### src/rtl/fp_unpack_pkg.sv
// rtl/fp_unpack_pkg.sv - shared IEEE-754 unpack types and default format widths
package fp_unpack_pkg;

  localparam int EXP_W_DEF = 8;
  localparam int MAN_W_DEF = 23;
  localparam int LZ_N_DEF  = 2**$clog2(MAN_W_DEF+1);
  localparam int LZ_W_DEF  = $clog2(LZ_N_DEF) + 1;

  function automatic int bias_of(input int exp_w);
    return 2**(exp_w-1) - 1;
  endfunction

  typedef struct packed {
    logic zero;
    logic sub;
    logic inf;
    logic nan;
    logic snan;
  } fp_class_t;

  typedef struct packed {
    logic                        sign;
    logic signed [EXP_W_DEF+1:0] exp;
    logic [MAN_W_DEF:0]          sig;
    logic [LZ_W_DEF-1:0]         lz;
    fp_class_t                   cls;
  } fp_unpacked_t;

endpackage

### src/rtl/leadingzero.sv
// rtl/leadingzero.sv - leading-zero counter, returns N for an all-zero input
module leadingzero #(
  parameter int N = 32
) (
  input  logic [N-1:0]         i_data,
  output logic [$clog2(N):0]   o_cnt
);

  localparam int CW = $clog2(N) + 1;

  // Scanning upward lets the highest set bit win.
  always_comb begin
    o_cnt = CW'(N);
    for (int i = 0; i < N; i++) begin
      if (i_data[i]) o_cnt = CW'(N - 1 - i);
    end
  end

endmodule

### src/rtl/fp_unpack_norm.sv
// rtl/fp_unpack_norm.sv - two-stage elastic IEEE-754 operand unpacker and normalizer
module fp_unpack_norm
  import fp_unpack_pkg::*;
#(
  parameter int EXP_W = EXP_W_DEF,
  parameter int MAN_W = MAN_W_DEF,
  parameter int BIAS  = bias_of(EXP_W)
) (
  input  logic                                   clk,
  input  logic                                   rst,
  input  logic                                   in_valid,
  output logic                                   in_ready,
  input  logic [EXP_W+MAN_W:0]                   in_op,
  output logic                                   out_valid,
  input  logic                                   out_ready,
  output logic                                   out_sign,
  output logic signed [EXP_W+1:0]                out_exp,
  output logic [MAN_W:0]                         out_sig,
  output logic [$clog2(2**$clog2(MAN_W+1)):0]    out_lz,
  output logic                                   out_zero,
  output logic                                   out_sub,
  output logic                                   out_inf,
  output logic                                   out_nan,
  output logic                                   out_snan
);

  localparam int LZ_N = 2**$clog2(MAN_W+1);
  localparam int LZ_W = $clog2(LZ_N) + 1;
  localparam int XW   = EXP_W + 2;
  localparam int PAD  = LZ_N - MAN_W - 1;

  logic               w_in_sign;
  logic [EXP_W-1:0]   w_in_e;
  logic [MAN_W-1:0]   w_in_frac;
  logic               w_s2_adv;
  logic               w_s1_adv;

  logic               r1_valid;
  logic               r1_sign;
  logic [EXP_W-1:0]   r1_e;
  logic [MAN_W-1:0]   r1_frac;
  logic               r1_zero;
  logic               r1_sub;
  logic               r1_special;

  logic [MAN_W:0]     w_s;
  logic [LZ_N-1:0]    w_lz_in;
  logic [LZ_W-1:0]    w_lz;
  logic signed [XW-1:0] w_e_eff;
  logic signed [XW-1:0] w_exp;
  logic [MAN_W:0]     w_sig;
  logic [LZ_W-1:0]    w_lz_o;
  fp_class_t          w_cls;

  logic               r2_valid;
  logic               r2_sign;
  logic signed [XW-1:0] r2_exp;
  logic [MAN_W:0]     r2_sig;
  logic [LZ_W-1:0]    r2_lz;
  fp_class_t          r2_cls;

  assign w_in_sign = in_op[EXP_W+MAN_W];
  assign w_in_e    = in_op[MAN_W +: EXP_W];
  assign w_in_frac = in_op[MAN_W-1:0];

  // Stage 1 may refill in the same cycle stage 2 drains it.
  assign w_s2_adv = !r2_valid || out_ready;
  assign w_s1_adv = !r1_valid || w_s2_adv;
  assign in_ready = w_s1_adv;

  always_ff @(posedge clk) begin
    if (rst) begin
      r1_valid   <= 1'b0;
      r1_sign    <= 1'b0;
      r1_e       <= '0;
      r1_frac    <= '0;
      r1_zero    <= 1'b0;
      r1_sub     <= 1'b0;
      r1_special <= 1'b0;
    end else if (w_s1_adv) begin
      r1_valid <= in_valid;
      if (in_valid) begin
        r1_sign    <= w_in_sign;
        r1_e       <= w_in_e;
        r1_frac    <= w_in_frac;
        r1_zero    <= (w_in_e == '0) && (w_in_frac == '0);
        r1_sub     <= (w_in_e == '0) && (w_in_frac != '0);
        r1_special <= &w_in_e;
      end
    end
  end

  assign w_s     = {r1_e != '0, r1_frac};
  assign w_lz_in = LZ_N'(w_s) << PAD;

  leadingzero #(
    .N(LZ_N)
  ) u_lz (
    .i_data (w_lz_in),
    .o_cnt  (w_lz)
  );

  // Subnormals use the minimum normal exponent before shifting.
  assign w_e_eff = (r1_e == '0) ? XW'(1) : XW'(r1_e);

  always_comb begin
    w_sig     = w_s << w_lz;
    w_exp     = w_e_eff - XW'(BIAS) - XW'(w_lz);
    w_lz_o    = w_lz;
    w_cls     = '0;
    w_cls.sub = r1_sub;
    if (r1_zero) begin
      w_sig      = '0;
      w_exp      = '0;
      w_lz_o     = '0;
      w_cls.zero = 1'b1;
    end else if (r1_special) begin
      w_sig      = {1'b1, r1_frac};
      w_exp      = XW'(2**EXP_W - 1 - BIAS);
      w_lz_o     = '0;
      w_cls.inf  = (r1_frac == '0);
      w_cls.nan  = (r1_frac != '0);
      w_cls.snan = (r1_frac != '0) && !r1_frac[MAN_W-1];
    end
  end

  always_ff @(posedge clk) begin
    if (rst) begin
      r2_valid <= 1'b0;
      r2_sign  <= 1'b0;
      r2_exp   <= '0;
      r2_sig   <= '0;
      r2_lz    <= '0;
      r2_cls   <= '0;
    end else if (w_s2_adv) begin
      r2_valid <= r1_valid;
      if (r1_valid) begin
        r2_sign <= r1_sign;
        r2_exp  <= w_exp;
        r2_sig  <= w_sig;
        r2_lz   <= w_lz_o;
        r2_cls  <= w_cls;
      end
    end
  end

  assign out_valid = r2_valid;
  assign out_sign  = r2_sign;
  assign out_exp   = r2_exp;
  assign out_sig   = r2_sig;
  assign out_lz    = r2_lz;
  assign out_zero  = r2_cls.zero;
  assign out_sub   = r2_cls.sub;
  assign out_inf   = r2_cls.inf;
  assign out_nan   = r2_cls.nan;
  assign out_snan  = r2_cls.snan;

endmodule

### config.mk
export PLATFORM = sky130hd
export DESIGN_NAME = fp_unpack_norm
export DESIGN_NICKNAME = d
export VERILOG_FILES = /design/src/rtl/fp_unpack_pkg.sv /design/src/rtl/leadingzero.sv /design/src/rtl/fp_unpack_norm.sv
export SDC_FILE = /design/constraint.sdc
export NUM_CORES = 1
export LEC_CHECK = 0
export BUFFER_PORTS_ARGS = -buffer_cell sky130_fd_sc_hd__buf_2
export CORE_UTILIZATION = 60
export CTS_CLUSTER_DIAMETER = 40
export DETAILED_ROUTE_END_ITERATION = 7
export PLACE_DENSITY = 0.82
export REMOVE_ABC_BUFFERS = 1
export SLEW_MARGIN = 20
export SYNTH_ARGS = -nofsm -noshare
export SYNTH_HDL_FRONTEND = slang
export SYNTH_HIERARCHICAL = 1
export SYNTH_SLANG_ARGS = --single-unit
### constraint.sdc
create_clock -name clk -period 6.7 [get_ports clk]
set_input_delay 1.34 -clock clk [delete_from_list [all_inputs] [get_ports clk]]
set_output_delay 1.34 -clock clk [all_outputs]
set_load 0.01 [all_outputs]
# After elaboration in Yosys (flattened, before gate mapping)
# Index checks and enable logic that the tools add are counted.
[totals]
romBits = 0
mem_count = 0
latch_bits = 0
inputBits = 36
mem_bits_rw = 0
ff_bits = 83
output_inout_bits = 48
[classes]
magnitude_cmp = 0
addsub = 2
multipliers = 0
bitwise_logic = 0
div_mod_pow = 0
shifts = 1
eq_ne = 0
mux = 34
n_reduce_logical = 18
[op_table]
columns = ["cell", "count"]
rows = [
  ["two-way mux 6 bit", 26],
  ["two-way mux 24 bit", 2],
  ["zero test 23 bit", 2],
  ["nonzero test 23 bit", 2],
  ["<< shifter 24 x 6 -> 24 bit", 1],
  ["two-way mux 10 bit", 2],
  ["zero test 8 bit", 2],
  ["subtractor 9 x 7 -> 10 bit", 1],
  ["subtractor 8 x 7 -> 9 bit (second input constant)", 1],
  ["two-way mux 8 bit", 1],
  ["AND reduction 8 bit", 1],
  ["nonzero test 8 bit", 1],
  ["two-way mux 3 bit", 2],
  ["AND reduction 2 bit", 2],
  ["logical AND 1 bit", 3],
  ["zero test 1 bit", 3],
  ["logical OR 1 bit", 2],
  ["two-way mux 1 bit", 1],
]

# Depth between registers and ports, before layout
# Gate-level depths: netlist of run 1.
[logic_depth]
ltp_word = 27
depth_mapped = 16
mapped_depth_nobuf = 14

# Modules after synthesis
# Netlist of run 1, hierarchy kept.
[modules_own_cells]
columns = ["mod", "seq_area_each_um2", "cells_each", "area_per_inst_um2", "instances"]
rows = [
  ["fp_unpack_norm", 1661.6, 559, 4740.8, 1],
  ["leadingzero", 0.0, 65, 367.9, 1],
]

# Worst setup path after synthesis of run 1
# No wires, ideal clock.
[synth_timing]
path_kind = "register -> register"
from = "register r1_e[7]"
to = "register r2_exp[7] (netlist: out_exp[7])"
path_buffers = 2
setup_slack_ps = 2877
path_stages_with_launch = 17
t_arrival_ps = 3749
synth_period_minus_slack_ps = 3823
setup_time_ps = 74
required_ps = 6626
cell_sequence = "dfxtp_1 > clkbuf_1 > nor4_1 > nand2_1 > nor2_1 > o31ai_1 > or4_1 > nor3_1 > a21o_1 > inv_1 > buf_1 > ha_1 > nor2b_1 > o31a_1 > o31a_1 > or4_1 > a31oi_1"
[synth_via]
elab_cells_between_ends = 8
[synth_lines]
columns = ["item", "line_no", "text"]
rows = [
  ["from (decl)", "fp_unpack_norm.sv:40", "logic [EXP_W-1:0] r1_e;"],
  ["from (signal assigned)", "fp_unpack_norm.sv:84", "r1_e <= w_in_e;"],
  ["nonzero test 8 bit", "fp_unpack_norm.sv:93", "assign w_s = {r1_e != '0, r1_frac};"],
  ["via w_lz_in[31]", "fp_unpack_norm.sv:47", "logic [LZ_N-1:0] w_lz_in;"],
  ["two-way mux 6 bit", "leadingzero.sv:15", "if (i_data[i]) o_cnt = CW'(N - 1 - i);"],
  ["via w_lz[1]", "fp_unpack_norm.sv:48", "logic [LZ_W-1:0] w_lz;"],
  ["subtractor 9 x 7 -> 10 bit", "fp_unpack_norm.sv:108", "w_exp = w_e_eff - XW'(BIAS) - XW'(w_lz);"],
  ["two-way mux 10 bit", "fp_unpack_norm.sv:117", "end else if (r1_special) begin"],
  ["two-way mux 10 bit", "fp_unpack_norm.sv:112", "if (r1_zero) begin"],
  ["to (signal assigned)", "fp_unpack_norm.sv:139", "r2_exp <= w_exp;"],
  ["to (decl)", "fp_unpack_norm.sv:57", "logic signed [XW-1:0] r2_exp;"],
]
# The timed path passes the listed nets, and every way through them passes these cells.
# A chain may end at the register's enable or synchronous reset.

# Worst setup path after layout of run 1
# Same ends and word-level chain as after synthesis.

==> results list, run 1 <==
- The flow ran to the end, and the final reports show no timing, DRC or antenna violations.
* Final-layout setup total negative slack: 0 ns
* Highest clock frequency the design can meet: just over 0.2 GHz
- Between clock sinks in the finished design, the worst skew comes to 0.01559 ns.
- Reg2Reg Setup Slack: roughly 1.8 ns
* Global routing met2 resource utilization: 53.99%
- Clock Latency Late Sink: 0.38 ns
- The die is 94.28 um tall.
- Proportion of synthesized chip area in sequential cells: 32.53%
- Cts bufs inserted: 9
* Vias in the first global route: around 4600
- Most frequently used flop master after synthesis: dfxtp_1
* Area growth from synthesis to final layout: 15.14%
- Required time reported for the critical path endpoint: 7.01 ns
- In this run the cell area measured after placement is 0.005663 sq mm.
- In this run, post-CTS hold repair placed 0 buffers.
* Setup fix buffers added after clock tree synthesis: 0
- The design draws 0.001293 W.
* Num rows: 33
- The worst path needs 4.875 ns of the cycle, external delays included.
- Maximum fanout along the worst path: 21
* Routed len/inst: 18.50 um
- Vias after detailed routing: 5304
- The wire-length estimate of the detail-placed layout is between 10000 and 15000 um.
* Total of fill cells in the finished design: 659
- After global routing, the most crowded layer is met2.
- Endpoint arrival time on the critical path: 5.18 ns
- The worst hold path passes through 2 cells.
- Register bit count reported by yosys: 83
- Fin nets: 761
* Die area: 0.008888 sq mm
* End of the worst register-to-register path: out_exp[7]
* Asr flop ratio synth: 0%
- With fillers left out, the area of the finished cells amounts to 0.005882 sq mm.
- In this run the tool buffered the top-level ports with 83 buffer cells.
- Leak: 2.392 nW
* Most used cells in the layout excluding fill and tap cells: nand2_1, buf_2, dfxtp_1
- The count of nets left with antenna violations once routing finished came out at 0.
- I/O pin total: 84
- For hold timing, the worst endpoint is out_inf.
- Critical path capture point type: flip-flop
- TritonCTS built the clock tree.
* CP Launch Type: flip-flop
- Clock slew at the register clock pins of the worst setup and hold paths: 0.10 ns
- Synth warnings: 6
- Cell at the root of the clock tree: clkbuf_8
- Setup violations remaining at the end of the flow were counted as 0.
- The initial utilization of the core area, before any placement, comes to 62.17%.
- Worst slew margin: 35.58%
- Final RePlAce weighted congestion: about 0.96
* First-pass DRT Iterations: 5
* Number of antenna diodes: 0
- Placeable core region: around 0.008 sq mm
- Global routing consumed, on the met1 layer, about half of the routing resources.
- For this run, the number of standard cells in the final layout without fillers is between 800 and 900.
- Clk sink count: slightly above 80
- In this run, placement finished with an instance count of 812.
- Setup repair after global routing left no endpoint under its margin.
* First DRT Iteration DRCs: 474
- Level count of the clock H-tree: 3
* Final slew viol count: 0
- Power density cells: 219.8 mW/mm^2
- Yosys mapped a number of flops with a built-in enable equal to 0.
- After detailed routing, the number of remaining DRC violations is 0.
* Die extent in x: ~94 um
* Pin slew with the least headroom to its limit: 0.9583 ns
- Global routing used 34.80% of the available tracks across all layers.
* Most common cell after layout, fill and taps aside: nand2_1
- The longest clock path from root to sink contains 2 buffers.
* Overflow after GRT: 0
- Total count of hold-check failures in the final report: 0
- Number of cells on the worst reg-to-reg path: 14
- Fraction of met3 tracks used by global routing: 5.663%
- The first global-routing pass estimated between 20000 and 25000 um of wire.
- Per-instance average area after synthesis: 8.187 sq um
* Share of post-route cells with drive strength above 1: about a fifth
* Number of instances in the synthesized netlist: 624
- Count of maximum capacitance violations: 0
* Type of the setup path with the least slack: reg2reg
- After detailed routing, the number of vias per cell comes to 6.406.
- Source of the worst hold timing path: out_inf
* Resized Gates After CTS: 0
* Post-Route WL: 15320 um
- The worst register-to-register path begins at r1_e[7].
* Cell area after synthesis: around 0.005 sq mm
- Entering global routing, the biggest net connects 56 pins.
- Maximum VDD drop: between 0.1 and 0.15 mV
- Synthesis instantiated 60 different standard cells from the library.
- Final hold analysis gives a worst-case slack of 0.4569 ns.
- Worst min-delay path class: reg2reg
- Fraction of the cycle the final worst path needs: 72.76%
- The initial antenna violation count was 0.
## state kept, by name, indices dropped and copies added, names as in the netlist, 6 cells and up
| register | flops |
|---|---|
| out_sig | 24 |
| r1_frac | 23 |
| out_exp | 10 |
| r1_e | 8 |
| out_lz | 6 |
## cell families after synthesis
kind of cell	Yosys count	share of synthesized area, %
AO/OA/AOI/OAI	178	22.66
buffers and inverters	54	5.045
flip-flops	83	32.53
other	1	0.07340
adder cells (fa/ha/maj)	7	1.861
multiplexers	42	13.54
AND/OR/NAND/NOR	250	22.75
XOR/XNOR	9	1.543
## worst max path at each step
stage	startpoint	to	slack, ns	depth (start not counted)
finish	r1_e[7]	out_exp[7]	1.82	14
CTS	r1_e[7]	out_exp[7]	1.87	14
floorplan	r1_frac[12]	out_exp[6]	0.79	13
global route	r1_e[7]	out_exp[7]	1.54	14
detailed placement	r1_e[7]	out_exp[7]	1.90	14
global placement	r1_e[7]	out_exp[7]	2.08	14
## Yosys cell counts (4+ instances only)
cell type	n	area [sq um]
buf_2	5	25.02
a2111oi_0	4	35.03
buf_4	5	37.54
mux4_2	14	315.3
nand4_1	6	37.54
nor4_1	24	150.1
ha_1	6	75.07
a222oi_1	9	90.09
o21a_1	5	37.54
nor2_1	61	229.0
dfxtp_1	83	1662
xnor2_1	6	52.55
or4_1	5	37.54
mux2i_1	11	110.1
o21ai_0	17	85.08
nor2b_1	6	37.54
a21oi_1	64	320.3
a31oi_1	6	37.54
or3_1	5	31.28
inv_1	14	52.55
mux2_2	12	135.1
and2_1	4	25.02
clkbuf_1	23	86.33
nand2_1	101	379.1
nand3_1	7	35.03
nor3_1	16	80.08
o31ai_1	9	67.56
a211oi_1	5	37.54
mux4_1	5	131.4
nand2b_1	5	31.28
buf_6	4	45.04
a22oi_1	24	180.2
o22ai_1	13	81.33
## power by group
group          switching [W]  internal (W)  leakage, nW
Sequential         0.0000393      0.000519        0.678
Combinational       0.000199      0.000145         1.61
Clock               0.000210      0.000179        0.104
Total               0.000449      0.000844         2.39
## critical path: stages (launching register included)
cell     delay (ns)
dfxtp_1        0.40
nor4_1         0.33
nand2_1        0.23
nor2_1         0.15
o31ai_1        0.10
or4_1          0.47
nor3_1         0.14
a21o_1         0.60
inv_1          0.53
ha_1           0.43
nor2b_1        0.14
o31a_1         0.27
o31a_1         0.30
or4_1          0.54
a31oi_1        0.17
## cell type report
cell class | instances | area, sq um | share of cell area, %
clock inverter | 7 | 87.58 | 1.489
clock buffer | 9 | 123.9 | 2.106
tap | 105 | 131.4 | 2.234
multi-input combinational | 516 | 3334 | 56.69
inverter | 16 | 60.06 | 1.021
timing repair buffer | 92 | 483.0 | 8.211
sequential | 83 | 1662 | 28.25
## per-layer routing
layer,share of wire (%),up-vias
met1,44,2470
li1,-,2496
met4,2.2,0
met3,8.1,32
met2,46,306
met5,0,-
## per-stage QoR
stage,util [%],worst slack (ns)
after floorplan,-,0.7870
after global placement,68.92,2.080
after detailed placement,68.92,1.903
after CTS,71.49,1.872
after global routing,71.59,1.538
final,71.59,1.825
(Power assumes the default switching activity.)
==> inputs of run 2 (changes only) <==
--- a/config.mk
+++ b/config.mk
@@ -6,10 +6,10 @@
 export NUM_CORES = 1
 export LEC_CHECK = 0
 export BUFFER_PORTS_ARGS = -buffer_cell sky130_fd_sc_hd__buf_2
-export CORE_UTILIZATION = 60
+export CORE_UTILIZATION = 57
 export CTS_CLUSTER_DIAMETER = 40
 export DETAILED_ROUTE_END_ITERATION = 7
-export PLACE_DENSITY = 0.82
+export PLACE_DENSITY = 0.79
 export REMOVE_ABC_BUFFERS = 1
 export SLEW_MARGIN = 20
 export SYNTH_ARGS = -nofsm -noshare
==> constraint.sdc (replaced) <==
create_clock -name clk -period 4.72 [get_ports clk]
set_input_delay 0.944 -clock clk [delete_from_list [all_inputs] [get_ports clk]]
set_output_delay 0.944 -clock clk [all_outputs]
set_load 0.01 [all_outputs]
==> results list, run 2 (synthesis gave the netlist of run 1 again) <==
- On the worst path, the slowest cell contributes a delay of 0.51 ns.
- Largest net degree at the start of global routing: 47
* Number of hold-repair buffers added at the cts stage: 0
- Fin nets: 765
- The repair_antennas step left the layout with diodes totalling 0.
- For this run, the number of standard cells in the final layout without fillers is between 800 and 900.
- Internal power comes to 0.001189 W.
- The first global-routing pass estimated around 24000 um of wire.
- The initial antenna violation count came to 0.
- Endpoint arrival time on the critical path: 4.29 ns
- Sw frac: 33.47%
* Placeable core region: ~0.0087 sq mm
* Area growth from synthesis to final layout: 15.16%
- The routed design could run at a clock period as short as 4.007 ns.
* Worst slew margin: 37.76%
* Post-detailed-placement cell area: 0.005693 sq mm
- Total of fill cells in the finished design: 766
- Maximum VDD drop: ~0.21 mV
- After clock tree synthesis, the clock-pin slew on the worst setup and hold paths is 0.09 ns.
- Routability-driven placement finished with a final weighted congestion of 0.9591.
- Vias after detailed routing: ~5300
- After routing, the total negative slack on setup checks comes to 0 ns.
- Of the available clock period, the critical path in the final layout requires 84.90%.
* Hold WS: 0.4550 ns
* Sum of internal, switching and leakage power: between 0.0015 and 0.002 W
- Detailed routing placed a total of 1269 um of wire on met3.
- Cells with a size suffix above 1 make up 20.39% of the layout.
* Num rows: 34
- Area of all placed cells without fillers: roughly 0.006 sq mm
- For the pin with the worst max-slew slack, the measured transition is 0.9313 ns.
- The cell sitting at the root of the clock tree is a clkbuf_8.
- The worst hold path belongs to the class reg2reg.
- Most common cell after layout, fill and taps aside: nand2_1
- Timing would allow up to about 0.25 GHz.
* Overflow after GRT: 0
* Setup fix buffers added after clock tree synthesis: 0
- The share of total power dissipated in sequential elements is 44.3%.
- Critical path capture point type: flip-flop
- The detailed router used layers up to and including met4.
* Type of the setup path with the least slack: reg2reg
- Post-detailed-placement half-perimeter wirelength: about 11000 um
* Required time reported for the critical path endpoint: 5.00 ns
* CP max-delay cell: or4_1
* Cell total after placement: 819
- In the global route stage, overall resource usage came out at 32.21%.
* Cts bufs inserted: 9
- For this design the total switching power over the nets is between 0.0005 and 0.0006 W.
- Maximum fanout along the worst path: 13
- Clk sink count: 83
- Metal1 wirelength: 6512 um
- Outcome: complete, no violations
- Wire length on met2: 6868 um
* Clock Latency Late Sink: approximately 0.36 ns
- Total count of hold-check failures in the final report: 0
- Dividing the detail-routed via count by the number of cells gives 6.301.
* Effective utilization at floorplan: between 50% and 60%
* First-pass DRT Iterations: 5
- Counting both buffers and inverters, the worst setup path holds a total of 2.
- Final ANT Viol Nets: 0
* DR DRC count: 0
- Per report_power, the combinational group accounts for between 20 and 30% of the total.
* Maximum clock path buffer count: 2
- Setup violations remaining at the end of the flow were counted as 0.
* Die area: slightly above 0.009 sq mm
* Post-Route WL: 15070 um
* First DRT Iteration DRCs: 404
- 84 I/O pins were placed.
- Part of the power in the clock network: 28.0%
- Setup repair after global routing left no endpoint under its margin.
* Clock tree from TritonCTS: built
- Across the run, the number of max-cap violations was 0.
- STA classifies the critical path startpoint as a flip-flop.
- Port buffer count: slightly above 80
- In the layout the commonest cells are nand2_1, buf_2, dfxtp_1.
- Routed len/inst: 18.07 um
- Die Y-Extent: 96.67 um
- In this run, post-CTS repair resized a total of 0 instances.
- Die extent in x: 96.67 um
- Vias in the first global route: 4860
- The register with the most flip-flops in the layout has 24 of them.
- Summed over all cells, the static leakage comes to 2.396 nW.
* Cell type group with the largest total delay on the critical path: simple AND/OR/NAND/NOR gates
- Power density cells: between 300 and 400 mW/mm^2
* Ordered cell list for the critical path: nor4_1 > nand2_1 > nor2_1 > o31ai_1 > or4_1 > nor3_1 > a21o_1 > inv_1 > buf_4 > ha_1 > nor2b_1 > o31a_1 > o31a_1 > or4_1 > a31oi_1
- Level count of the clock H-tree: 3
* Final slew viol count: 0
* Max Clock Skew: between 0.01 and 0.015 ns
[run 2: power groups by stage]
stage                     registers, W  clock network (W)  logic [W]
after global routing          0.000796           0.000540   0.000537
final                         0.000792           0.000501   0.000495
after global placement        0.000803                  0   0.000475
after CTS                     0.000789           0.000506   0.000485
after detailed placement      0.000805                  0   0.000483
after floorplan               0.000798                  0   0.000326
[run 2: cell type report]
class	count	area [sq um]	share of cell area, %
flip-flops and latches	83	1662	28.24
inverters	16	60.06	1.021
repair buffers	96	513.0	8.720
multi-input cells	516	3331	56.61
clock buffers	10	127.6	2.169
clock inverters	5	55.05	0.9358
well taps	108	135.1	2.297
[run 2: path summary, 6_finish.rpt]
| check | from | to | slack [ns] | depth (start not counted) |
|---|---|---|---|---|
| setup / recovery | r1_e[7] | out_exp[7] | 0.71 | 15 |
| setup reg to reg | r1_e[7] | out_exp[7] | 0.71 | 15 |
| hold reg to reg | out_sub | out_sub | 0.45 | 2 |
| hold / removal | out_sub | out_sub | 0.45 | 2 |
[run 2: tightest hold or removal path, delay by kind of cell (launching register included)]
family | cells | cell delay [ns]
flops | 1 | 0.31
simple gates | 1 | 0.05
compound gates | 1 | 0.05
[run 2: per-layer routing]
metal  track usage, %  up-vias
met5                0        -
met4            14.35        0
met3            6.720       36
met2            49.89      265
met1            43.40     2438
li1                 -     2516
[run 2: stage by stage]
stage	setup slack [ns]	util, %
global route	0.5071	67.79
finish	0.7127	67.79
CTS	0.7562	67.70
detailed placement	0.7877	65.60
global placement	0.9874	65.60
floorplan	-1.193	-
==> inputs of run 3 (changes only) <==
--- a/config.mk
+++ b/config.mk
@@ -5,11 +5,12 @@
 export SDC_FILE = /design/constraint.sdc
 export NUM_CORES = 1
 export LEC_CHECK = 0
+export ABC_AREA = 1
 export BUFFER_PORTS_ARGS = -buffer_cell sky130_fd_sc_hd__buf_2
 export CORE_UTILIZATION = 57
 export CTS_CLUSTER_DIAMETER = 40
 export DETAILED_ROUTE_END_ITERATION = 7
-export PLACE_DENSITY = 0.79
+export PLACE_DENSITY = 0.78
 export REMOVE_ABC_BUFFERS = 1
 export SLEW_MARGIN = 20
 export SYNTH_ARGS = -nofsm -noshare
==> constraint.sdc (replaced) <==
create_clock -name clk -period 4 [get_ports clk]
set_input_delay 0.8 -clock clk [delete_from_list [all_inputs] [get_ports clk]]
set_output_delay 0.8 -clock clk [all_outputs]
set_load 0.01 [all_outputs]
==> results list, run 3 <==
* Outcome: complete, no violations
- Critical path's most frequent cell: nand2_1
* I/O pin total: 84
* Final instance count without filler cells: 1009
* Post-synth EDFFs: 0
- Across the run, the number of max-cap violations was 0.
- Most common cell after layout, fill and taps aside: nand2_1
* Final RePlAce weighted congestion: 0.9716
* Clk sink count: 83
- Yosys instantiated no cell more often than nand2_1.
- Total of fill cells in the finished design: 810
* Die Y-Extent: 97.37 um
- After legalization and detailed placement, the total HPWL measured 11900 um.
- No sink is reached through more buffers than the 2 on the longest clock path.
* Final ANT Viol Nets: 0
* Critical path capture point type: flip-flop
- Of the total synthesized cell area, the portion taken by full adders, half adders and majority gates is 1.834%.
* Num rows: 34
- For this run, asynchronously set or reset flops after synthesis account for 0%.
* Type of the setup path with the least slack: reg2reg
- Time the worst path needs with I/O delays and setup: roughly 3.5 ns
- Sequential cells were found to cover roughly 32% of the synthesized design area.
* Number of instances in the synthesized netlist: 815
* Maximum VDD drop: 0.2169 mV
- The net count of the finished layout is 939.
* Clock Latency Late Sink: 0.38 ns
- Simple-gate share of the synthesized area: around a third
* Max Clock Skew: ~0.012 ns
- Hold WS: 0.4674 ns
- The final-report max-slew violation count was 0.
* Synth warnings: 6
* Area fraction in compound gates after synthesis: between 10% and 20%
* Cell type group with the largest total delay on the critical path: simple AND/OR/NAND/NOR gates
* Top post-synthesis cells by count: nand2_1, dfxtp_1, inv_1
- Cell total after placement: 993
- From left edge to right edge, the die measures 97.37 um.
* Vias in the first global route: 5365
* Maximum fanout along the worst path: 47
* Synth area leaders: dfxtp_1, nand2_1, nand3_1
- Combined global-route utilization of all metal layers: 35.46%
- The detailed router finished its first iteration with 421 violations.
- Power spread over the standard cell area amounts to 374.3 mW/mm^2.
- Yosys top cell by area: dfxtp_1
- First-pass DRT Iterations: 5
* Antenna violations before repair: 0
* Sum of internal, switching and leakage power: 0.002219 W
- Worst min-delay path class: reg2reg
* Endpoint arrival time on the critical path: around 3.7 ns
* Clock tree from TritonCTS: built
* Most frequently used flop master after synthesis: dfxtp_1
- Worst slew margin: between 40% and 50%
- For this run, global-route usage on met2 was measured as 56.21%.
- DR DRC count: 0
- CTS built an H-tree with a depth of 3.
- For met1 alone, demand over resource in global routing was 49.03%.
- Global routing used between 6 and 7% of the available met3 tracks.
* Cell area after synthesis: 0.005184 sq mm
* Buffer and inverter count on the worst path: 3
- Vias per cell: 5.763
- Port buffer count: 83
- For this design the static power due to leakage is around 2.7 nW.
- The synthesized design contains a little over 80 register bits.
- Overflow after GRT: 0
* Routed len/inst: 16.47 um
- # setup viols final: 0
- Effective utilization at floorplan: 59.15%
* Number of flip-flops in the largest register: 24
* Number of library cell types mapped by synthesis: 46
* CP Launch Type: flip-flop
- First-pass GRT wire length: between 20000 and 30000 um
* Number of antenna diodes: 0
- Area growth from synthesis to final layout: 14.36%
- Share of post-route cells with drive strength above 1: 15.65%
- In this run the biggest area consumer among cell types represents 32.05% of the synthesized area.
- Final core area utilization: between 60% and 70%
- Multiplexer share of the synthesized area: 0%
- Post-Route WL: 16610 um
- Timing would allow up to 0.2879 GHz.
- Pin slew with the least headroom to its limit: slightly below 0.9 ns
* Dominant combinational cell family by area after synthesis: simple AND/OR/NAND/NOR gates
- Peak per-stage delay on the critical path: 0.49 ns
* Per-instance average area after synthesis: between 6 and 7 sq um
- After Yosys synthesis, XOR and XNOR cells account for 0.6758% of the synthesized area.
- Cts bufs inserted: 9
* RSZ-0062 raised after global routing: false
- Cell at the root of the clock tree: clkbuf_8
* Vias after detailed routing: 5815
- Required time reported for the critical path endpoint: 4.22 ns
- CP max-delay cell: dfxtp_1
- Entering global routing, the biggest net connects 48 pins.
- Clock slew at the register clock pins of the worst setup and hold paths: 0.10 ns
* Global routing's busiest layer: met2
- Total count of hold-check failures in the final report: 0
* Die area: 0.009480 sq mm
- Most used cells in the layout excluding fill and tap cells: nand2_1, buf_2, dfxtp_1
* Placeable core region: ~0.0088 sq mm
- Fraction of the cycle the final worst path needs: between 80% and 90%
## run 3: cell types whose count changed after synthesis, sizes merged, moves of 18 or more
cell and delta:
inv +75, nand3 +66, a211oi +26, mux4 -19
nand2 +132, nor2 +18
## run 3: final cells by class
cell class / count / area [sq um] / area share (%)
sequential: 83 / 1662 / 28.03
tap: 108 / 135.1 / 2.279
timing repair buffer: 92 / 486.7 / 8.210
clock inverter: 7 / 106.4 / 1.794
clock buffer: 9 / 123.9 / 2.089
inverter: 92 / 346.6 / 5.846
multi-input combinational: 618 / 3068 / 51.75
## run 3: final timing paths
check | startpoint | endpoint | slack [ns] | cells after the start
worst max-delay path | r1_frac[0] | out_sig[17] | 0.53 | 34
worst min-delay path | out_nan | out_nan | 0.47 | 2
worst max register to register | r1_frac[0] | out_sig[17] | 0.53 | 34
worst min register to register | out_nan | out_nan | 0.47 | 2
## run 3: cells by family (layout without fill, tap and decap cells)
group,Yosys count,after routing
flops,83,83
simple gates,422,422
buf+inv,133,200
other cells,1,20
compound gates,165,165
xor+xnor,4,4
fa+ha+maj,7,7
## run 3: per-stage QoR
step,TNS [ns],area (sq um),worst slack [ns]
2_1_floorplan,-2.815,5061,-0.4999
3_3_place_gp,0,5694,0.7282
3_5_place_dp,0,5694,0.5972
4_1_cts,0,5924,0.5581
5_1_grt,0,5928,0.1327
6_report,0,5928,0.5260
## run 3: power breakdown
group | switching [W] | internal (W) | leakage, nW
Sequential | 0.0000499 | 0.000875 | 0.680
Clock | 0.000360 | 0.000364 | 0.117
Combinational | 0.000379 | 0.000190 | 1.94
## run 3: repair_timing
action                     in CTS  in global routing
setup buffers                   0                  0
hold buffers                    0                  0
setup endpoints to repair       0                  1
resized for setup               0                  1
## run 3: per-layer routing
| layer | part of all wire, % | wire length [um] |
|---|---|---|
| met3 | 8.5 | 1407 |
| met2 | 45 | 7462 |
| met5 | 0 | 0 |
| met4 | 2.3 | 377 |
| met1 | 44 | 7367 |
## run 3: worst reg2reg max path, delay by kind of cell, from the launching register on
kind / cells / cell delay, ns
AND/OR/NAND/NOR: 27 / 1.54
AO/OA/AOI/OAI: 4 / 0.69
buffers and inverters: 3 / 0.61
flip-flops: 1 / 0.49
